## src/rtl/pulse_delay_pkg.sv

```systemverilog
// Shared types and default parameters for the pulse delay generator.
// Latency: n/a (declarations only).
// Backpressure: n/a (declarations only). Macro PULSE_STRETCH_EN adds the EMIT state.
package pulse_delay_pkg;

    localparam int DEF_NUM_CH  = 4;
    localparam int DEF_DLY_W   = 16;
    localparam int DEF_WID_W   = 8;
    localparam int DEF_DLY_RST = 20;

    // Per-channel FSM; EMIT only exists when the output width is programmable.
`ifdef PULSE_STRETCH_EN
    typedef enum logic [1:0] {
        ST_IDLE  = 2'd0,
        ST_DELAY = 2'd1,
        ST_EMIT  = 2'd2
    } chan_state_t;
`else
    typedef enum logic [1:0] {
        ST_IDLE  = 2'd0,
        ST_DELAY = 2'd1
    } chan_state_t;
`endif

endpackage

```

## src/rtl/pulse_delay_chan.sv

```systemverilog
// One delay channel: rising edge on pulse_in -> registered pulse after D+1 cycles, W wide.
// Latency: D+1 cycles from the trigger edge; busy from the trigger edge.
// Backpressure: none; triggers while busy are dropped and flagged in overrun. Macro PULSE_STRETCH_EN enables width W.
module pulse_delay_chan
    import pulse_delay_pkg::*;
#(
    parameter int DLY_W   = DEF_DLY_W,
    parameter int WID_W   = DEF_WID_W,
    parameter int DLY_RST = DEF_DLY_RST
) (
    input  logic             alg_clk,
    input  logic             alg_rst_n,
    input  logic             enable,
    input  logic             pulse_in,
    input  logic             cfg_wr,
    input  logic [DLY_W-1:0] cfg_delay,
    input  logic [WID_W-1:0] cfg_width,
    input  logic             ovr_clr,
    output logic             pulse_out,
    output logic             busy,
    output logic             overrun
);

    chan_state_t      state, state_nxt;
    logic [DLY_W-1:0] dly_cnt, dly_cnt_nxt, dly_shadow;
    logic             pulse_q, pulse_nxt;
    logic             in_prev, armed, trig;
    logic             last_cyc, load;
    logic             ovr_hit, ovr_hit_nxt, ovr_q;

    // armed stays low until pulse_in has been seen low once after reset,
    // so a level already high at reset release is not taken as an edge
    assign trig = pulse_in & ~in_prev & armed;

`ifdef PULSE_STRETCH_EN
    logic [WID_W-1:0] wid_shadow, wid_cnt, wid_cnt_nxt;
    logic [WID_W-1:0] wid_load;

    // W=0 behaves as W=1; counter holds remaining EMIT cycles minus one
    assign wid_load = (wid_shadow == '0) ? '0 : wid_shadow - 1'b1;
`else
    logic unused_width;
    assign unused_width = ^cfg_width;
`endif

    // next-state: detect final output cycle, accept trigger, count down without wrap
    always_comb begin
        state_nxt   = state;
        dly_cnt_nxt = dly_cnt;
        pulse_nxt   = pulse_q;
        last_cyc    = 1'b0;
`ifdef PULSE_STRETCH_EN
        wid_cnt_nxt = wid_cnt;
        if (state == ST_EMIT) begin
            last_cyc = (wid_cnt == '0);
        end
`else
        // without EMIT, pulse_q high in DELAY marks the single output cycle
        if (state == ST_DELAY) begin
            last_cyc = pulse_q;
        end
`endif
        load        = enable & trig & ((state == ST_IDLE) | last_cyc);
        ovr_hit_nxt = enable & trig & ~load;

        if (!enable) begin
            state_nxt = ST_IDLE;
            pulse_nxt = 1'b0;
        end else if (load) begin
            state_nxt   = ST_DELAY;
            dly_cnt_nxt = dly_shadow;
            pulse_nxt   = 1'b0;
`ifdef PULSE_STRETCH_EN
            wid_cnt_nxt = wid_load;
`endif
        end else begin
            case (state)
                ST_IDLE: begin
                    pulse_nxt = 1'b0;
                end
                ST_DELAY: begin
`ifdef PULSE_STRETCH_EN
                    if (dly_cnt == '0) begin
                        state_nxt = ST_EMIT;
                        pulse_nxt = 1'b1;
                    end else begin
                        dly_cnt_nxt = dly_cnt - 1'b1;
                    end
`else
                    if (last_cyc) begin
                        state_nxt = ST_IDLE;
                        pulse_nxt = 1'b0;
                    end else if (dly_cnt == '0) begin
                        pulse_nxt = 1'b1;
                    end else begin
                        dly_cnt_nxt = dly_cnt - 1'b1;
                    end
`endif
                end
`ifdef PULSE_STRETCH_EN
                ST_EMIT: begin
                    if (last_cyc) begin
                        state_nxt = ST_IDLE;
                        pulse_nxt = 1'b0;
                    end else begin
                        wid_cnt_nxt = wid_cnt - 1'b1;
                    end
                end
`endif
                default: begin
                    state_nxt = ST_IDLE;
                    pulse_nxt = 1'b0;
                end
            endcase
        end
    end

    // state, delay counter, edge history, shadow delay and sticky overrun
    always_ff @(posedge alg_clk or negedge alg_rst_n) begin
        if (!alg_rst_n) begin
            state      <= ST_IDLE;
            dly_cnt    <= '0;
            pulse_q    <= 1'b0;
            in_prev    <= 1'b0;
            armed      <= 1'b0;
            ovr_hit    <= 1'b0;
            ovr_q      <= 1'b0;
            dly_shadow <= DLY_W'(DLY_RST);
        end else begin
            state   <= state_nxt;
            dly_cnt <= dly_cnt_nxt;
            pulse_q <= pulse_nxt;
            in_prev <= pulse_in;
            armed   <= armed | ~pulse_in;
            ovr_hit <= ovr_hit_nxt;
            // a set landing with a clear wins
            ovr_q   <= (ovr_q & ~ovr_clr) | ovr_hit;
            if (cfg_wr) begin
                dly_shadow <= cfg_delay;
            end
        end
    end

`ifdef PULSE_STRETCH_EN
    // width counter and shadow width
    always_ff @(posedge alg_clk or negedge alg_rst_n) begin
        if (!alg_rst_n) begin
            wid_cnt    <= '0;
            wid_shadow <= WID_W'(1);
        end else begin
            wid_cnt <= wid_cnt_nxt;
            if (cfg_wr) begin
                wid_shadow <= cfg_width;
            end
        end
    end
`endif

    assign pulse_out = pulse_q;
    assign busy      = (state != ST_IDLE);
    assign overrun   = ovr_q;

endmodule

```

## src/rtl/pulse_delay_gen.sv

```systemverilog
// Multi-channel pulse delay generator: config decode, overrun clear fan-out, NUM_CH channels.
// Latency: D+1 cycles trigger-to-output per channel; config takes effect at the next trigger.
// Backpressure: none; lost triggers set sticky overrun. Macro PULSE_STRETCH_EN enables output width.
module pulse_delay_gen
    import pulse_delay_pkg::*;
#(
    parameter int NUM_CH  = DEF_NUM_CH,
    parameter int DLY_W   = DEF_DLY_W,
    parameter int WID_W   = DEF_WID_W,
    parameter int DLY_RST = DEF_DLY_RST
) (
    input  logic              alg_clk,
    input  logic              alg_rst_n,
    input  logic              enable,
    input  logic [NUM_CH-1:0] pulse_in,
    input  logic              cfg_we,
    input  logic [3:0]        cfg_ch,
    input  logic [DLY_W-1:0]  cfg_delay,
    input  logic [WID_W-1:0]  cfg_width,
    input  logic              ovr_clr,
    output logic [NUM_CH-1:0] pulse_out,
    output logic [NUM_CH-1:0] busy,
    output logic [NUM_CH-1:0] overrun
);

    logic [NUM_CH-1:0] ch_wr;

    // one-hot write decode; cfg_ch beyond the last channel matches nothing
    always_comb begin
        ch_wr = '0;
        for (int i = 0; i < NUM_CH; i++) begin
            ch_wr[i] = cfg_we && (cfg_ch == 4'(i));
        end
    end

    for (genvar g = 0; g < NUM_CH; g++) begin : g_chan
        pulse_delay_chan #(
            .DLY_W   (DLY_W),
            .WID_W   (WID_W),
            .DLY_RST (DLY_RST)
        ) u_chan (
            .alg_clk   (alg_clk),
            .alg_rst_n (alg_rst_n),
            .enable    (enable),
            .pulse_in  (pulse_in[g]),
            .cfg_wr    (ch_wr[g]),
            .cfg_delay (cfg_delay),
            .cfg_width (cfg_width),
            .ovr_clr   (ovr_clr),
            .pulse_out (pulse_out[g]),
            .busy      (busy[g]),
            .overrun   (overrun[g])
        );
    end

endmodule
```

## config.mk

```make
export PLATFORM = sky130hd
export DESIGN_NAME = pulse_delay_gen
export DESIGN_NICKNAME = d
export VERILOG_FILES = /design/src/rtl/pulse_delay_pkg.sv /design/src/rtl/pulse_delay_chan.sv /design/src/rtl/pulse_delay_gen.sv
export SDC_FILE = /design/constraint.sdc
export NUM_CORES = 1
export LEC_CHECK = 0
export CORE_AREA = 2 2 148 150
export DETAILED_ROUTE_END_ITERATION = 8
export DIE_AREA = 0 0 150 152
export PLACE_DENSITY = 0.52
export SYNTH_ARGS = -nofsm -noshare
export SYNTH_HDL_FRONTEND = slang
export SYNTH_SLANG_ARGS = --single-unit
```

## constraint.sdc

```tcl
create_clock -name alg_clk -period 3.8 [get_ports alg_clk]
set_input_delay 0.57 -clock alg_clk [delete_from_list [all_inputs] [get_ports alg_clk]]
set_output_delay 0.57 -clock alg_clk [all_outputs]
set_load 0.005 [all_outputs]
```

Word level (Yosys, flattened, before mapping). Index checks and enable logic that the tools add are counted.

Output and inout bits: 12. Register bits after elaboration: 156.

Add/sub/neg operators: 4. Muxes and demuxes: 56. Bitwise logic cells: 49. Reduce and logical (&&, ||, !) cells: 29. Eq/ne operators: 27.

Operator list (count): 16-bit 2-to-1 mux (16); 16-bit zero test (4); 16-bit by 1-bit subtractor with 16-bit output (second input constant) (4); 1-bit bitwise AND (24); 1-bit 2-to-1 mux (24); 2-bit 2-to-1 mux (12); 5-bit by 3-bit != test with 1-bit output (second input constant) (4); 4-bit by 2-bit != test with 1-bit output (second input constant) (4); 2-bit case mux with 2 select lines (4); 4-bit AND reduction (4); 2-bit nonzero test (8); 1-bit inverter (13); 3-bit by 2-bit != test with 1-bit output (second input constant) (4); 1-bit bitwise OR (12); 2-bit by 1-bit equality test with 1-bit output (second input constant) (4); 4-bit by 2-bit equality test with 1-bit output (second input constant) (2); 2-bit zero test (4); 2-bit by 1-bit != test with 1-bit output (second input constant) (4); 2-bit != test (second input constant) (4); 2-bit AND reduction (4); 4-bit by 1-bit equality test with 1-bit output (second input constant) (1); 1-bit logical AND (4); 4-bit zero test (1).

Longest topological paths before layout.
Word-level depth: 7. Gate-level depth with buffers: 9.

Hierarchy. A second synthesis with hierarchy kept.

Cell total of the unflattened synthesis: 697. Area, all modules: 7746.2 um2.

By module, submodules not included: pulse_delay_chan at g_chan[0].u_chan ... (instances 3, area an instance 1914.3 um2, cells each 171); pulse_delay_chan at g_chan[3].u_chan (instances 1, area an instance 1938.1 um2, cells each 179); pulse_delay_gen (instances 1, area an instance 65.1 um2, cells each 5).

Worst setup path before layout. Ideal clock, no wire load.

Path kind: reg2reg. Start: reg g_chan[3].u_chan.dly_cnt[0]. End: reg g_chan[3].u_chan.dly_cnt[3]. Data arrival time: 2000 ps. Period minus slack after synthesis: 2124 ps. Cell stages (with the launch flop): 10. Setup time: 124 ps. Slack: 1676 ps. Cell sequence: dfrtp_1 -> inv_1 -> ha_1 -> nor3b_1 -> and3_1 -> buf_4 -> a31oi_4 -> buf_6 -> a22o_1 -> a211o_1.

Longest elaborated chain between the ends: 5.

Ends and longest elaborated chain: start: declaration (line pulse_delay_chan.sv:25) `logic [DLY_W-1:0] dly_cnt, dly_cnt_nxt, dly_shadow;`; start signal: assignment (line pulse_delay_chan.sv:131) `dly_cnt <= dly_cnt_nxt;`; 16-bit by 1-bit subtractor with 16-bit output (line pulse_delay_chan.sv:96) `dly_cnt_nxt = dly_cnt - 1'b1;`; 16-bit 2-to-1 mux (line pulse_delay_chan.sv:93) `end else if (dly_cnt == '0) begin`; 16-bit 2-to-1 mux (line pulse_delay_chan.sv:90) `if (last_cyc) begin`; 16-bit 2-to-1 mux (line pulse_delay_chan.sv:77) `case (state)`; 16-bit 2-to-1 mux (line pulse_delay_chan.sv:69) `end else if (load) begin`.

Parallel ways exist; a longest one is shown, timed or not. The select of a mux whose other input is x is not followed. A chain may end at the register's enable or synchronous reset.

Worst setup path in the final report.
Start: in enable. End: reg g_chan[3].u_chan.dly_cnt[4].

Longest elaborated chain between the ends: 4.

Ends and longest elaborated chain: start: declaration (line pulse_delay_gen.sv:14) `input logic enable,`; 1-bit bitwise AND (2 in a row) (line pulse_delay_chan.sv:63) `load = enable & trig & ((state == ST_IDLE) | last_cyc);`; 2-bit != test (no source line), or another cell as far along; 4-bit AND reduction (no source line).

Parallel ways exist; a longest one is shown, timed or not.

==> summary.md <==
| Metric | Value |
|---|---|
| Synth Area in Compound Gates | `15.4%` |
| Synthesized cell area | `7270 µm²` |
| Slowest stage cell, crit path | `clkdlybuf4s50_1` |
| Max frequency | `355 MHz` |
| Longest Clk Path Bufs | `2` |
| CP Launch Type | `input port` |
| Routed WL per cell | `around 18 µm` |
| Crit path kind | `input port to register` |
| Top-area cell type share of the netlist area | `49.6%` |
| Arr. time, crit path | `around 3.1 ns` |
| Area share of fa/ha/maj cells after synthesis | `less than 1%` |
| EDFF count, synth | `0` |
| Max Fanout on Critical Path | `14` |
| DR vias | `5451` |
| HPWL after DPL | `12300 µm` |
| Register area share after synthesis | `52.5%` |
| Outcome | `finished clean` |
| Antenna cell count | `0` |
| Gr usage total | `16.6%` |
| CP Capture Type | `register` |
| Critical Path RT | `4.10 ns` |
| Initial Util | `34.0%` |
| Post-CTS Hold Buffers | `0` |
| Mapped Cells | `671` |
| Synthesized area per cell | `10.8 µm²` |
| Worst min path class | `input port to asynchronous set/reset pin` |
| Design area | `8480 µm²` |
| Synthesis-stage register bit count | `152` |
| Worst R2R Start | `g_chan[3].u_chan.dly_cnt[0]$_DFFE_PN0P_` |
| CTS Sinks | `roughly 150` |
| DR iter-0 viols | `384` |
| RR Endpoint | `g_chan[3].u_chan.dly_cnt[0]$_DFFE_PN0P_` |
| Level count of the clock H-tree | `4` |
| Relative max-transition margin | `32.1%` |
| Count of cell types in the netlist | `between 60 and 70` |
| Fin. max-slew vios | `0` |
| Port bufs | `40` |
| Met2 Track Usage GR | `26.3%` |
| Chip height | `152 µm` |
| Max-cap check violation count | `0` |
| Clk_skew | `about 0.0089 ns` |
| Ys async rst share | `100%` |
| Hold slack final | `approximately 0.26 ns` |
| Fin nets | `743` |
| Setup-failing EPs final | `0` |
| Setup_tns | `0 ns` |
| Die area | `about 23000 µm²` |
| Clock slew at reported path FFs | `0.06 ns` |
| Post-synthesis mux area share | `10.7%` |
| GR Layer Usage met3 | `under 10%` |
| Bufs and invs on worst path | `1` |
| First-pass GRT wire length | `29300 µm` |
| Layout Utilization | `39.7%` |
| Number of buffers created by CTS | `17` |
| CTS tree | `done` |
| Synth top area cells | `dfrtp_1 (50%), mux2_2 (9.9%), dfstp_2 (2.9%), nand2_1 (2.7%), nor2_1 (2.4%)` |
| Syn Nets | `712` |
| GRT busiest layer | `met2` |
| Worst-Margin Slew | `1.01 ns` |
| Pwr dens | `620 nW/µm²` |
| Grt total ovfl | `0` |
| Simple-Gate Fraction of Synth Area | `16.8%` |
| Initial antenna violation count | `0` |
| Most frequent cells after synthesis | `dfrtp_1 (144), mux2_2 (64), nand2_1 (53), nor2_1 (46), o21ai_0 (32)` |
| Tmin final | `2.82 ns` |
| Xor-xnor portion of the synthesized cell area | `0.241%` |
| Most common cell in the netlist | `dfrtp_1` |
| Synth area leader | `dfrtp_1` |
| Largest family of logic cells by synthesized area | `simple AND/OR/NAND/NOR gates` |
| # DRC | `0` |
| Standard-cell rows | `54` |
| Synth Flop Type | `dfrtp_1` |
| Die Wd | `150 µm` |
| Final Wtd Congestion | `0.793` |
| WL final | `18200 µm` |
| RSZ-0062 raised after global routing | `false` |
| Vias in the first global route | `approximately 5500` |
| Max IR drop VDD | `0.264 mV` |
| Root Driver | `clkbuf_16` |
| Post-CTS setup buffers | `0` |
| Worst-path cell chain | `clkdlybuf4s50_1 > nand3b_1 > a31oi_4 > nor2_1 > a221o_1` |
| Yosys warning count | `0` |
| Fraction of layout cells with a size suffix above 1 | `between 10% and 20%` |
| Initial DRT Pass Iterations | `5` |
| Core Area | `~21000 µm²` |
| Later-pin clock latency in the skew report | `around 0.43 ns` |
| Placed cell area | `~7900 µm²` |
| DR vias/cell | `about 5.5` |
| Largest net degree at the start of global routing | `98` |
| GR met1 Demand/Resource | `23.1%` |
| Leakage | `0.00356 µW` |
| Post_cts resized | `0` |
| Post-route ant nets | `0` |
| R2R setup slack | `1.02 ns` |
| # IOs | `between 40 and 50` |
| Area Overhead vs Synth | `16.8%` |
| Final hold vios | `0` |
| Worst reg-to-reg path cell count | `7` |
| Cell family with most CP delay | `buffers and inverters` |
| Final Cycle Share | `74.1%` |
| Slowest stage delay, CP | `0.98 ns` |
[sequential cells by signal, summed over array words and instances, names as in the netlist]
name,count
g_chan.u_chan.armed,4
g_chan.u_chan.in_prev,4
g_chan.u_chan.pulse_out,4
g_chan.u_chan.state,4
g_chan.u_chan.dly_cnt,64
g_chan.u_chan.overrun,4
g_chan.u_chan.dly_shadow,64
g_chan.u_chan.ovr_hit,4
[placed cells by master (no fill, tap or decap), types with 4 or more instances in the layout]
cell | Yosys | layout
ha_1 | 4 | 4
a22o_1 | 4 | 4
a21oi_1 | 31 | 31
mux2_2 | 64 | 64
o22ai_1 | 4 | 4
nand4_1 | 6 | 6
inv_1 | 16 | 16
o21ai_0 | 32 | 32
and3_1 | 11 | 11
a22oi_1 | 4 | 4
nor3b_1 | 4 | 4
o2bb2ai_1 | 6 | 6
nor3_1 | 25 | 24
a221o_1 | 8 | 8
buf_4 | 13 | 8
clkdlybuf4s50_1 | 0 | 39
nor2b_1 | 4 | 4
dfrtp_1 | 144 | 144
a21o_1 | 6 | 6
nand2b_1 | 11 | 11
o31ai_1 | 9 | 9
nor2_1 | 46 | 46
or3_1 | 10 | 10
o211ai_1 | 6 | 6
mux2i_1 | 6 | 6
nor4_1 | 8 | 8
clkbuf_16 | 0 | 17
clkbuf_8 | 0 | 7
nand3b_1 | 4 | 4
or4_1 | 5 | 5
o311ai_0 | 6 | 6
nand2_1 | 53 | 53
a211o_1 | 10 | 10
nand3_1 | 29 | 29
dfstp_2 | 8 | 8
[routing by layer]
metal  routed length [µm]  up-vias
li1                     -     2541
met1                 8700     2766
met2                 8630      128
met3                  673       16
met4                  232        0
met5                    0        -
[layout make-up]
| class | instances | area (µm²) |
|---|---|---|
| clock buffer | 26 | 529 |
| clock inverter | 6 | 62.6 |
| fill | 2104 | 12900 |
| inverter | 16 | 60.1 |
| multi-input combinational | 466 | 3190 |
| sequential | 152 | 3810 |
| tap | 280 | 350 |
| timing repair buffer | 49 | 482 |
[worst max-delay path by stage]
stage | slack, ns | cells past startpoint | start | endpoint
2_1_floorplan | 1.68 | 9 | g_chan[3].u_chan.dly_cnt[0]$_DFFE_PN0P_ | g_chan[3].u_chan.dly_cnt[3]$_DFFE_PN0P_
6_report | 0.98 | 5 | enable | g_chan[3].u_chan.dly_cnt[4]$_DFFE_PN0P_
3_5_place_dp | 0.54 | 5 | enable | g_chan[3].u_chan.dly_cnt[4]$_DFFE_PN0P_
4_1_cts | 1.0 | 5 | enable | g_chan[3].u_chan.dly_cnt[4]$_DFFE_PN0P_
3_3_place_gp | 0.59 | 5 | enable | g_chan[3].u_chan.dly_cnt[4]$_DFFE_PN0P_
5_1_grt | 0.83 | 7 | g_chan[3].u_chan.dly_cnt[0]$_DFFE_PN0P_ | g_chan[3].u_chan.dly_cnt[0]$_DFFE_PN0P_
[cells by family (layout without fill, tap and decap cells)]
kind of cell,Yosys count,in the layout
xor gates and xnor gates,2,2
DFF,152,152
buffers and inverters,53,97
AOI/OAI and AO/OA,156,156
and+or+nand+nor,234,234
adders and majority gates,4,4
muxes,70,70
[stage by stage]
stage | total power [µW] | cells | setup slack [ns]
floorplan | 3230 | 671 | 1.68
global placement | 3550 | 963 | 0.592
detailed placement | 3610 | 963 | 0.540
CTS | 5310 | 995 | 1.00
global route | 5580 | 995 | 0.835
finish | 5260 | 995 | 0.983
[report_power, final]
| group | leakage (µW) | internal [µW] | switching, µW |
|---|---|---|---|
| combinational | 0.00141 | 537 | 586 |
| clock | 0.000285 | 1020 | 651 |
| sequential | 0.00187 | 2070 | 403 |
Power figures use the tool's default switching activity.
